--- config.mk ---
export PLATFORM = sky130hd
export DESIGN_NAME = scroll_offset_ctrl
export DESIGN_NICKNAME = d
export VERILOG_FILES = /design/src/rtl/scroll_offset_ctrl.sv
export SDC_FILE = /design/constraint.sdc
export NUM_CORES = 1
export LEC_CHECK = 0
export BUFFER_PORTS_ARGS = -buffer_cell sky130_fd_sc_hd__buf_2
export CAP_MARGIN = 5
export CORE_MARGIN = 8
export CORE_UTILIZATION = 63
export DETAILED_ROUTE_END_ITERATION = 8
export PLACE_DENSITY = 0.86
export SLEW_MARGIN = 0
export SYNTH_ARGS = -nofsm -noshare
export SYNTH_HDL_FRONTEND = slang
export SYNTH_SLANG_ARGS = --single-unit
--- constraint.sdc ---
create_clock -name clk -period 6.3 [get_ports clk]
set_input_delay 0 -clock clk [delete_from_list [all_inputs] [get_ports clk]]
set_output_delay 0 -clock clk [all_outputs]
set_load 0.02 [all_outputs]
--- src/rtl/scroll_offset_ctrl.sv ---
// scroll_offset_ctrl
//   Frame-rate animation controller in the pixel clock domain. Detects each frame
//   start from the rising edge of vsync, advances a horizontal scroll offset
//   modulo PERIOD by a switch-selected step, and gates player visibility behind a
//   short warm-up (WAIT -> RUN) state machine.
//
// Ports
//   clk          pixel clock
//   reset        synchronous, active-high reset
//   vsync_in     vsync from the sync generator, active high
//   speed_in     scroll step in pixels per frame (0 behaves as 1)
//   dir_in       0 = offset increases, 1 = offset decreases
//   pause_in     1 = hold x_offset on frame ticks while running
//   x_offset     registered scroll offset, always 0..PERIOD-1
//   frame_tick   registered one-cycle pulse per frame start
//   running      high in RUN; player show enable
//   frame_count  RUN-state frame counter, wraps 255 -> 0
module scroll_offset_ctrl #(
  parameter int unsigned PERIOD       = 400,
  parameter int unsigned OFS_W        = 10,
  parameter int unsigned START_FRAMES = 1
) (
  input  logic             clk,
  input  logic             reset,
  input  logic             vsync_in,
  input  logic [3:0]       speed_in,
  input  logic             dir_in,
  input  logic             pause_in,
  output logic [OFS_W-1:0] x_offset,
  output logic             frame_tick,
  output logic             running,
  output logic [7:0]       frame_count
);

  localparam int unsigned WarmW = (START_FRAMES > 1) ? $clog2(START_FRAMES) : 1;
  localparam logic [OFS_W:0]   PeriodExt = (OFS_W + 1)'(PERIOD);
  localparam logic [WarmW-1:0] WarmLast  = WarmW'(START_FRAMES - 1);

  typedef enum logic [0:0] {StWait, StRun} state_e;

  state_e           state_q;
  logic             vsync_q;
  logic [WarmW-1:0] warm_cnt_q;
  logic [OFS_W-1:0] x_offset_q;
  logic             frame_tick_q;
  logic             running_q;
  logic [7:0]       frame_count_q;

  logic             tick;
  logic [OFS_W:0]   step;
  logic [OFS_W:0]   ofs_ext;
  logic [OFS_W:0]   fwd_sum;
  logic [OFS_W:0]   next_ext;
  logic [OFS_W-1:0] x_offset_d;

  assign tick = vsync_in & ~vsync_q;

  // One extra bit of headroom so x_offset + step and x_offset + PERIOD cannot overflow
  // before the single conditional subtract brings them back into range.
  always_comb begin
    step     = (speed_in == 4'd0) ? (OFS_W + 1)'(1) : (OFS_W + 1)'(speed_in);
    ofs_ext  = {1'b0, x_offset_q};
    fwd_sum  = ofs_ext + step;
    next_ext = ofs_ext;
    if (!dir_in) begin
      next_ext = (fwd_sum >= PeriodExt) ? fwd_sum - PeriodExt : fwd_sum;
    end else begin
      next_ext = (ofs_ext >= step) ? ofs_ext - step : ofs_ext + PeriodExt - step;
    end
    x_offset_d = next_ext[OFS_W-1:0];
  end

  always_ff @(posedge clk) begin
    if (reset) begin
      state_q       <= StWait;
      vsync_q       <= 1'b0;
      warm_cnt_q    <= '0;
      x_offset_q    <= '0;
      frame_tick_q  <= 1'b0;
      running_q     <= 1'b0;
      frame_count_q <= 8'd0;
    end else begin
      vsync_q      <= vsync_in;
      frame_tick_q <= tick;
      if (tick) begin
        unique case (state_q)
          StWait: begin
            warm_cnt_q <= warm_cnt_q + 1'b1;
            if (warm_cnt_q == WarmLast) begin
              state_q   <= StRun;
              running_q <= 1'b1;
            end
          end
          StRun: begin
            frame_count_q <= frame_count_q + 8'd1;
            if (!pause_in) begin
              x_offset_q <= x_offset_d;
            end
          end
          default: state_q <= StWait;
        endcase
      end
    end
  end

  assign x_offset    = x_offset_q;
  assign frame_tick  = frame_tick_q;
  assign running     = running_q;
  assign frame_count = frame_count_q;

endmodule
# Word level (Yosys, flattened, before mapping)
# Cells that the tools add are included.
[totals] ff_bits=23 output_inout_bits=20
[op_classes] add_sub_neg=7 order_cmp=2 muxes=6 bitwise=5 reduce_logical=5
[ops] op="10-bit two-way mux" n=3
[ops] op="10-bit by 4-bit subtractor with 10-bit output" n=2
[ops] op="10-bit by 4-bit adder with 11-bit output" n=1
[ops] op="11-bit by 9-bit greater-or-equal comparator with 1-bit output (second input constant)" n=1
[ops] op="10-bit by 9-bit adder with 10-bit output (second input constant)" n=1
[ops] op="10-bit by 4-bit greater-or-equal comparator with 1-bit output" n=1
[ops] op="10-bit by 9-bit subtractor with 10-bit output (second input constant)" n=1
[ops] op="8-bit by 1-bit adder with 8-bit output (second input constant)" n=1
[ops] op="3-bit AND reduction" n=2
[ops] op="4-bit logical NOT" n=1
[ops] op="4-bit two-way mux" n=1
[ops] op="1-bit NOT" n=4
[ops] op="2-bit AND reduction" n=2
[ops] op="1-bit two-way mux" n=2
[ops] op="1-bit adder (second input constant)" n=1
[ops] op="1-bit bitwise AND" n=1

# Longest topological paths before layout
# Gate-level depths: netlist of the first run.
[depth] ltp_word=6 mapped_depth=14 mapped_depth_nobuf=14

# Least setup slack after synthesis of the first run
# OpenSTA, ideal clock, no wires.
[synth_timing] path_kind="reg-to-reg" from="reg x_offset_q[1] (netlist: x_offset[1])" to="reg x_offset_q[4] (netlist: x_offset[4])" setup_ps=103 arrival_ps=2560 t_required_ps=6197 setup_slack_ps=3637 path_stages_with_launch=9 path_buffers=0 period_less_slack_ps=2663 cell_sequence="dfxtp_1 -> ha_1 -> nor2b_1 -> o21ai_1 -> a21oi_1 -> mux2_1 -> a311o_1 -> and3_4 -> a2111oi_2"
[synth_via] elab_chain_len=4 elab_cells_between_ends=10
[synth_lines] item="start, declared" line="44" rtl="logic [OFS_W-1:0] x_offset_q;"
[synth_lines] item="start signal, assigned" line="97" rtl="x_offset_q <= x_offset_d;"
[synth_lines] item="10-bit by 4-bit adder with 11-bit output or 10-bit by 9-bit adder with 10-bit output (tied branches)" line="63, 68"
[synth_lines] item="10-bit by 9-bit subtractor with 10-bit output, or another cell as far along" line="66" rtl="next_ext = (fwd_sum >= PeriodExt) ? fwd_sum - PeriodExt : fwd_sum;"
[synth_lines] item="10-bit two-way mux, on equally long branches" line="66, 68"
[synth_lines] item="10-bit two-way mux (*)" line="65" rtl="if (!dir_in) begin"
# Every way passes the cells marked *; elsewhere a longest branch is shown, timed or not.
# A chain may end at the register's enable or synchronous reset.

# Worst setup path in the final report of the first run
[layout_timing] from="reg x_offset_q[0] (netlist: x_offset[0])" to="reg x_offset_q[5] (netlist: x_offset[5])"
# The elaborated chain is that of the path after synthesis.

==> out/qor.txt, run 1 <==
Status = complete, no violations
Synthesized instance count = 276
Share of layout cells above drive strength 1 = 0.1515
Total grt overflow = 0
Worst slew pin tran = 925.5 ps
Synth unique cells = 58
Worst R2R End = x_offset[5]
P per Cell Area = 142.3 nW/µm²
Cells along the critical path = inv_1, ha_1, inv_1, fa_1, nand3_1, nand3_1, nor2_1, mux2i_1, o21ai_0, a221o_1, a211oi_1
Hold_sp = pause_in
Final wirelength = 5.235 mm
Yosys top cell area share = 0.2097
R2r setup slk = 3220 ps
Mapped Area = 2196 µm²
CTS root buffer = clkbuf_4
# rows = 21
Final ANT Viol Nets = 0
Top post-synthesis cells by area = dfxtp_1 21%, ha_1 12%, nor2_1 5.3%
Wirelength per Cell = 15.26 µm
Worst endpoint required time = 6540 ps
Post-synth ARST share = 0
Clock Path Buffers = 2
Skew-Pair Late Insertion Delay = 310 ps
Setup TNS = 0 ps
DRT iter0 DRCs = 213
Synthesis-stage register bit count = 23
Vias in the first global route = 1923
Hold Path End = x_offset[0]
# Post-CTS Setup Buffers = 0
Placed Cells = 338
Largest net degree at the start of global routing = 27
Clock Sinks = 23
Synthesis Warnings = 0
Die Height = 75.04 µm
Util after Layout = 0.7019
Worst setup SP type = flip-flop
DP Wirelength = 4.074 mm
First-pass GRT wire length = 8.914 mm
Die W = 75.04 µm
Number of synthesized flops with an enable pin = 0
Peak Freq = 0.3250 GHz
Global Route Usage Sum = 0.1982
Max transition margin = 0.3808
Min Hold Slack = 82.13 ps
Post-synth top area cell = dfxtp_1
Final hold vios = 0
Clock slew at the register clock pins of the worst setup and hold paths = 140 ps
# fillers = 305
Peak per-stage delay on the critical path = 730 ps
CP Max Fanout = 15
Starting Density = 0.6580
Fin crit share = 0.4885
Post-synthesis sequential area ratio = 0.2097
Buffers on Ports = 28
Commonest cells post-synth = 31 x nor2_1, 23 x dfxtp_1, 23 x inv_1
CTS tree = built
Initial antenna violation count = 0
Worst Setup SP = x_offset[0]
Worst r2r src = x_offset[0]
Vias after detailed routing = 2035
CTS buffer count = 3
Cell with the most instances after synthesis = nor2_1
Nets = 333
Critical path arrival = 3320 ps
# Max-Cap Violations = 0
Worst vdd ir = 193.1 µV
Hold Crit Class = in -> reg
Slowest CP cell = nor2_1
Fin crit period = 3077 ps
I/O pin count = 29
Drt pass-1 iters = 4
Final Max Tran Viols = 0
Final Skew = 11.91 ps
Element type at the critical path end = flip-flop
WHS Path Cells = 4
Unrepaired setup endpoints after global routing = no
Depth of the CTS H-tree = 1
Tot Pwr = 0.3334 mW
DRC = 0
R2R depth = 11
Final setup fails = 0
Vias per Instance = 5.933
Syn avg cell area = 7.956 µm²
Core Footprint = 3337 µm²
Area Overhead vs Synth = 6.667%
Die ar. = 5631 µm²
Critical path class = reg -> reg
GP Congestion = 0.8948
Leak = 0.9537 nW
Syn Nets = 311
Antenna diode count = 0
Final cell count without fillers = 343
Synth Flop Type = dfxtp_1
## flip-flops by register name (all words and copies together) (netlist names)
register / cells
frame_tick: 1
vsync_q: 1
x_offset: 10
frame_count: 8
state_q: 1
warm_cnt_q: 1
running: 1
## power breakdown
group          switching, mW  internal, mW  leakage (nW)  total, mW
clock network         0.0458        0.0237        0.0177     0.0695
registers            0.00650         0.150         0.187      0.157
logic                 0.0654        0.0416         0.749      0.107
## routing by layer
metal	track usage	share of wire	vias up	routed length, µm
met1	0.2644	0.46	951	2422
met5	0	0	-	0
met2	0.3129	0.46	62	2420
li1	-	-	1020	-
met4	0.05217	0.0040	0	21
met3	0.03995	0.071	2	370
## final cells by class
type                       instances  area, µm²  share of cell area
multi-input combinational        217       1556              0.6645
clock inverter                     1      5.005            0.002137
clock buffer                       3      22.52            0.009615
inverter                          24      90.09             0.03846
tap                               46      57.56             0.02457
sequential                        23      460.4              0.1966
timing repair buffer              29      150.1             0.06410
## repair_timing
action                                  4_1_cts  5_1_grt
hold buffers                                  1        0
resized for setup                             0        0
endpoints found under the hold margin         1        0
endpoints found under the setup margin        0        0
## cell usage in the layout (no fill, tap or decap), drive strengths merged, types with 2 or more instances in the layout
master	Yosys	final
nor4	3	3
or3	3	3
o21a	3	3
a211oi	4	4
ha	21	21
nor3	7	7
o41ai	2	2
o21ai	16	16
fa	5	5
a32oi	2	2
nand2	21	21
a221o	2	2
nand3	9	9
mux2i	3	3
inv	24	24
a21oi	18	18
mux2	2	2
buf	5	28
o21bai	2	2
nand4	4	4
o211ai	4	4
nor2	32	32
xor2	7	7
a31oi	6	6
or2	2	2
a32o	3	3
nor2b	4	4
o31ai	2	2
dfxtp	23	23
clkbuf	7	3
xnor2	10	10
and3	3	3
nand2b	4	4
## through the flow
stage / cell area [µm²] / worst slack, ps
5_1_grt: 2342 / 3024
2_1_floorplan: 2196 / 3637
6_report: 2342 / 3223
3_3_place_gp: 2305 / 3333
4_1_cts: 2342 / 3286
3_5_place_dp: 2305 / 3267
## critical path: cells and delay by family (launching register included)
kind	cells	cell delay [ps]
buffers and inverters	2	150
muxes	1	310
adders and majority gates	2	610
AOI/OAI and AO/OA	3	580
and+or+nand+nor	3	1020
DFF	1	350
## worst max path at each step
stage | end | slack (ps) | cells after the start
after floorplan | x_offset[4] | 3640 | 8
after global placement | x_offset[5] | 3330 | 13
after detailed placement | x_offset[5] | 3270 | 13
after CTS | x_offset[5] | 3290 | 11
after global routing | x_offset[5] | 3020 | 11
final | x_offset[5] | 3220 | 11
## cells by family after synthesis
logic type | share of synthesized area
buffers and inverters | 0.08148
XOR/XNOR | 0.06780
flip-flops | 0.2097
AND/OR/NAND/NOR | 0.2160
AO/OA/AOI/OAI | 0.2359
adder cells (fa/ha/maj) | 0.1652
multiplexers | 0.02393
Power figures use the tool's default switching activity.
==> run 2, diff against run 1 <==
Settings changed: CORE_UTILIZATION 63 to 53, PLACE_DENSITY 0.86 to 0.77.
Clock period 6.3 ns to 2.8 ns, I/O delays scaled along.
==> out/qor.txt, run 2 (synthesis results as in run 1) <==
Status = complete, no violations
Total grt overflow = 0 (unchanged)
Final wirelength = 5.646 mm (+7.9%)
Final Skew = 1.541 ps (-10.37 ps)
DRC = 0 (unchanged)
# Post-CTS Setup Buffers = 0 (unchanged)
Final ANT Viol Nets = 0 (unchanged)
Global Route Usage Sum = 0.1843 (-0.01385)
Drt pass-1 iters = 4 (unchanged)
Antenna diode count = 0 (unchanged)
Clock slew at the register clock pins of the worst setup and hold paths = 80 ps (-60 ps)
I/O pin count = 29 (unchanged)
Most frequent cells in the layout = 30 x nor2_1, 28 x buf_2, 23 x inv_1, 23 x dfxtp_1
R2r setup slk = 90 ps (-3130 ps)
Element type at the critical path end = flip-flop
Critical path class = reg -> reg
Area post-placement = 2370 µm² (+2.8%)
Clk pwr share = 0.257 (+0.049)
R2R depth = 9 (-2)
Vias per Instance = 5.921 (-0.20%)
Area Overhead vs Synth = 11.11%
Critical path destination = x_offset[4]
Setup TNS = 0 ps (unchanged)
Max transition margin = 0.6698 (+0.2891)
Initial antenna violation count = 0 (unchanged)
CP Max Fanout = 4 (-11)
CTS root buffer = clkbuf_8
Largest net degree at the start of global routing = 27 (unchanged)
Final Max Tran Viols = 0 (unchanged)
Commonest non-fill, non-tap cell in the layout = nor2_1
Starting Density = 0.5490 (-0.1091)
Largest register FFs = 10 (unchanged)
Buffers on Ports = 28 (unchanged)
Clock Path Buffers = 2 (unchanged)
Fin crit period = 2707 ps (-370.0 ps)
Util after Layout = 0.6099 (-0.09196)
DP Wirelength = 4.310 mm (+5.8%)
Die W = 80.37 µm (+7.1%)
Worst r2r src = x_offset[0]
Clock Sinks = 23 (unchanged)
Depth of the CTS H-tree = 1 (unchanged)
Vias after detailed routing = 2102 (+3.3%)
Skew-Pair Late Insertion Delay = 270 ps (-40 ps)
DRT iter0 DRCs = 126 (-41%)
Critical path arrival = 2880 ps (-440 ps)
First-pass GRT wire length = 9.666 mm (+8.4%)
Switching pwr = 0.2797 mW (+140%)
Unrepaired setup endpoints after global routing = no
Final cell count without fillers = 355 (+3.5%)
Leak = 0.9988 nW (+4.7%)
Final setup fails = 0 (unchanged)
Wirelength per Cell = 15.90 µm (+4.2%)
Worst vdd ir = 330.5 µV (+71%)
Worst endpoint required time = 2980 ps (-3560 ps)
Peak Freq = 0.3694 GHz (+14%)
Share of total power in sequential cells = 0.426 (-0.045)
# Max-Cap Violations = 0 (unchanged)
Placed Cells = 350 (+3.6%)
Hold_sp = pause_in
P_int = 0.5424 mW (+150%)
Share of layout cells above drive strength 1 = 0.1869 (+0.03537)
Final hold vios = 0 (unchanged)
# rows = 23 (+9.5%)
Worst Setup SP = x_offset[0]
Fin crit share = 0.9669 (+0.4785)
Core Footprint = 4000 µm² (+20%)
Worst setup SP type = flip-flop
GP Congestion = 0.8975 (+0.30%)
Post-route design area = 2440 µm² (+4.2%)
Hold Crit Class = in -> reg
Die ar. = 6459 µm² (+15%)
Die Height = 80.37 µm (+7.1%)
Nets = 341 (+2.4%)
Comb pwr share = 0.317 (-0.004)
Sw frac = 0.3402 (-0.01271)
CTS tree = built
# fillers = 388 (+27%)
CTS buffer count = 3 (unchanged)
Vias in the first global route = 2135 (+11%)
P per Cell Area = 336.9 nW/µm² (+140%)
Worst R2R End = x_offset[4]
Worst slew pin tran = 494.4 ps (-431.1 ps)
## run 2: cell types whose count changed in the layout (fill, tap and decap cells not counted), sizes merged
cell  before  now
buf       28   36
## run 2: timing repair
item / 4_1_cts / 5_1_grt
resized for setup: 0 / 5
hold endpoints to repair: 1 / 0
endpoints found under the setup margin: 0 / 2
hold buffers: 1 / 0
## run 2: metrics by stage
| step | setup WS, ps | hold slack (ps) | total power, mW |
|---|---|---|---|
| floorplan | 136.9 | 128.2 | 0.5466 |
| global placement | 103.9 | 232.2 | 0.6053 |
| detailed placement | 12.87 | 237.5 | 0.6068 |
| CTS | 86.12 | 104.5 | 0.8168 |
| global route | 6.372 | 157.1 | 0.8686 |
| finish | 92.62 | 108.1 | 0.8221 |
## run 2: power by group through the flow
stage | combinational [mW] | clock, mW | sequential (mW)
after global routing | 0.286 | 0.231 | 0.352
after global placement | 0.248 | 0 | 0.357
final | 0.260 | 0.212 | 0.350
after CTS | 0.253 | 0.214 | 0.350
after detailed placement | 0.249 | 0 | 0.357
after floorplan | 0.181 | 0 | 0.366
## run 2: cell type report
class | count | area, µm² | area share
Clock buffer | 3 | 41.29 | 0.01692
Clock inverter | 1 | 5.005 | 0.002051
Inverter | 24 | 90.09 | 0.03692
Multi-Input combinational cell | 217 | 1570 | 0.6436
Sequential cell | 23 | 460.4 | 0.1887
Tap cell | 50 | 62.56 | 0.02564
Timing Repair Buffer | 37 | 210.2 | 0.08615
## run 2: critical path, stage by stage, from the launching register on
cell and delay [ps]:
dfxtp_1 350, ha_1 230, fa_1 440, nand2b_2 130
a2111o_1 210, nand2_2 80, mux2_1 350, a311o_1 360
and3_4 190, a2111oi_2 270
## run 2: worst min-delay path by stage
stage,to,cells past startpoint
6_report,x_offset[0],4
5_1_grt,x_offset[0],4
4_1_cts,x_offset[0],4
3_5_place_dp,vsync_q,2
3_3_place_gp,vsync_q,2
2_1_floorplan,vsync_q,1
## run 2: per-layer routing
| metal | global-route usage | part of all wire |
|---|---|---|
| met1 | 0.2356 | 0.45 |
| met2 | 0.2951 | 0.46 |
| met3 | 0.03460 | 0.065 |
| met4 | 0.07455 | 0.023 |
| met5 | 0 | 0 |
==> run 3, diff against run 2 <==
--- a/config.mk
+++ b/config.mk
@@ -7,2 +7,3 @@
 export LEC_CHECK = 0
+export ABC_AREA = 1
 export BUFFER_PORTS_ARGS = -buffer_cell sky130_fd_sc_hd__buf_2
==> constraint.sdc (replaced) <==
create_clock -name clk -period 2.8 [get_ports clk]
set_input_delay 0.28 -clock clk [delete_from_list [all_inputs] [get_ports clk]]
set_output_delay 0.28 -clock clk [all_outputs]
set_load 0.02 [all_outputs]
==> out/qor.txt, run 3 <==
Status = complete, no violations
R2R depth = 16 (+7)
Die ar. = 6864 µm² (+6.3%)
Vias per Instance = 5.306 (-10%)
DP Wirelength = 4.681 mm (+8.6%)
Util after Layout = 0.5940 (-0.01591)
Mux cell area share after synthesis = 0 (-0.02393)
Worst Setup SP = x_offset[1]
DRT iter0 DRCs = 122 (-3.2%)
Post-synth top area cell = dfxtp_1
# Max-Cap Violations = 0 (unchanged)
Critical path arrival = 2600 ps (-280 ps)
Skew-Pair Late Insertion Delay = 270 ps (about the same)
Number of synthesized flops with an enable pin = 0 (unchanged)
Fin crit period = 2433 ps (-274.1 ps)
DRC = 0 (unchanged)
Tot Pwr = 0.8429 mW (+2.5%)
Share of layout cells above drive strength 1 = 0.2168 (+0.02992)
Final hold vios = 0 (unchanged)
Post-CTS Hold Buffers = 0 (-1)
Worst R2R End = x_offset[7]
Max transition margin = 0.5736 (-0.09620)
CTS buffer count = 3 (unchanged)
Cell with the most instances after synthesis = nand2_1
# rows = 24 (+4.3%)
Buffers on Ports = 28 (unchanged)
Final ANT Viol Nets = 0 (unchanged)
Synth unique cells = 38 (-34%)
Synthesized instance count = 344 (+25%)
Vias in the first global route = 2041 (-4.4%)
Worst endpoint required time = 2960 ps (-20 ps)
CTS root buffer = clkbuf_8
Synthesis Warnings = 0 (unchanged)
GP Congestion = 0.9852 (+9.8%)
Peak Freq = 0.4110 GHz (+11%)
Setup ws final = 366.7 ps (+274.1 ps)
Clock Path Buffers = 2 (unchanged)
Largest net degree at the start of global routing = 18 (-33%)
Compound-Gate Fraction of Synth Area = 0.1442 (-0.09168)
Drt pass-1 iters = 4 (unchanged)
Syn Nets = 379 (+22%)
Critical path class = reg -> reg
Clock slew at the register clock pins of the worst setup and hold paths = 80 ps (about the same)
Largest register FFs = 10 (unchanged)
Clock Sinks = 23 (unchanged)
Hold Crit Class = in -> reg
Die W = 82.85 µm (+3.1%)
Vias after detailed routing = 2234 (+6.3%)
Core Footprint = 4324 µm² (+8.1%)
CTS tree = built
Adder-cell share of the synthesized area = 0.1532 (-0.01205)
CTS-repair resized insts = 0 (unchanged)
I/O pin count = 29 (unchanged)
R2r setup slk = 370 ps (+270 ps)
Wirelength per Cell = 13.78 µm (-13%)
Final wirelength = 5.803 mm (+2.8%)
Commonest cells post-synth = 65 x nand2_1, 46 x inv_1, 32 x nand3_1
Worst vdd ir = 144.9 µV (-56%)
Final Skew = 3.624 ps (+2.082 ps)
Worst setup SP type = flip-flop
Fin crit share = 0.8690 (-0.09790)
Unrepaired setup endpoints after global routing = no
Synthesis-stage register bit count = 23 (unchanged)
Setup WS pre-CTS = 146.4 ps (+133.6 ps)
Leak = 1.309 nW (+31%)
Final cell count without fillers = 421 (+19%)
Final setup fails = 0 (unchanged)
CP Max Fanout = 6 (+2)
Post-Synth XOR/XNOR Area = 0.03698 (-0.03083)
Area Overhead vs Synth = 8.452%
Area post-placement = 2522 µm² (+6.4%)
Critical path destination = x_offset[7]
# Post-CTS Setup Buffers = 0 (unchanged)
Starting Density = 0.5477 (-0.001209)
Die Height = 82.85 µm (+3.1%)
Final Max Tran Viols = 0 (unchanged)
Nets = 405 (+19%)
Synth Area in Simple Gates = 0.3497 (+0.1338)
Mapped Area = 2369 µm² (+7.9%)
Top post-synthesis cells by area = dfxtp_1 19%, ha_1 11%, nand2_1 10%
Post-route design area = 2569 µm² (+5.3%)
Global Route Usage Sum = 0.1643 (-0.02004)
Initial antenna violation count = 0 (unchanged)
First-pass GRT wire length = 9.742 mm (+0.79%)
Element type at the critical path end = flip-flop
Placed Cells = 417 (+19%)
Commonest non-fill, non-tap cell in the layout = nand2_1
Syn avg cell area = 6.885 µm² (-13%)
Largest family of logic cells by synthesized area = simple AND/OR/NAND/NOR gates
Setup TNS = 0 ps (unchanged)
Min Hold Slack = 227.9 ps (+119.8 ps)
Worst r2r src = x_offset[1]
Most frequent cells in the layout = 65 x nand2_1, 46 x inv_1, 32 x nand3_1
Worst slew pin tran = 638.9 ps (+144.5 ps)
Post-synthesis sequential area ratio = 0.1944 (-0.01529)
Post-synth ARST share = 0 (unchanged)
Synth Flop Type = dfxtp_1
Yosys top cell area share = 0.1944 (-0.01529)
Depth of the CTS H-tree = 1 (unchanged)
P per Cell Area = 328.1 nW/µm² (-2.6%)
Total grt overflow = 0 (unchanged)
Antenna diode count = 0 (unchanged)
[run 3: area by class of cell]
| type | count | area [µm²] |
|---|---|---|
| fillers | 421 | 1755 |
| multi-input cells | 255 | 1620 |
| flip-flops and latches | 23 | 460.4 |
| inverters | 57 | 221.5 |
| repair buffers | 30 | 155.1 |
| well taps | 52 | 65.06 |
| clock buffers | 3 | 41.29 |
| clock inverters | 1 | 5.005 |
[run 3: worst min-delay path by stage]
stage / slack, ps / start / cells after the start / endpoint
global placement: 430 / running / 2 / running
detailed placement: 440 / running / 2 / running
finish: 230 / vsync_in / 3 / vsync_q
floorplan: 400 / vsync_in / 2 / vsync_q
CTS: 220 / vsync_in / 3 / vsync_q
global route: 240 / vsync_in / 3 / vsync_q
[run 3: kinds of logic (layout without fill, tap and decap cells)]
logic type / count (synthesis) / after routing
compound gates: 58 / 58
xor+xnor: 10 / 10
fa+ha+maj: 26 / 26
buf+inv: 66 / 91
flops: 23 / 23
simple gates: 161 / 161
[run 3: worst max-delay path: stages, from the launching register on]
cell and delay (ps):
dfxtp_1 400, ha_1 410, ha_1 200, inv_1 50, fa_1 370, nor2_1 130, o21ai_0 110, nand2_1 120
nand2_1 80, nand2_1 60, nand2_1 60, nand2_1 60, nand2_1 50, nand3_1 70, nand2_1 50, inv_1 80
a21oi_1 60
[run 3: where the power goes]
group / total, mW / switching, mW / internal [mW]
Clock: 0.208 / 0.108 / 0.0994
Combinational: 0.282 / 0.182 / 0.100
Sequential: 0.353 / 0.0140 / 0.339
[run 3: per-layer routing]
layer	global-route usage	part of all wire	up-vias
met1	0.2153	0.47	1004
met2	0.2666	0.46	61
li1	-	-	1161
met4	0.03674	0.013	0
met5	0	0	-
met3	0.03516	0.058	8
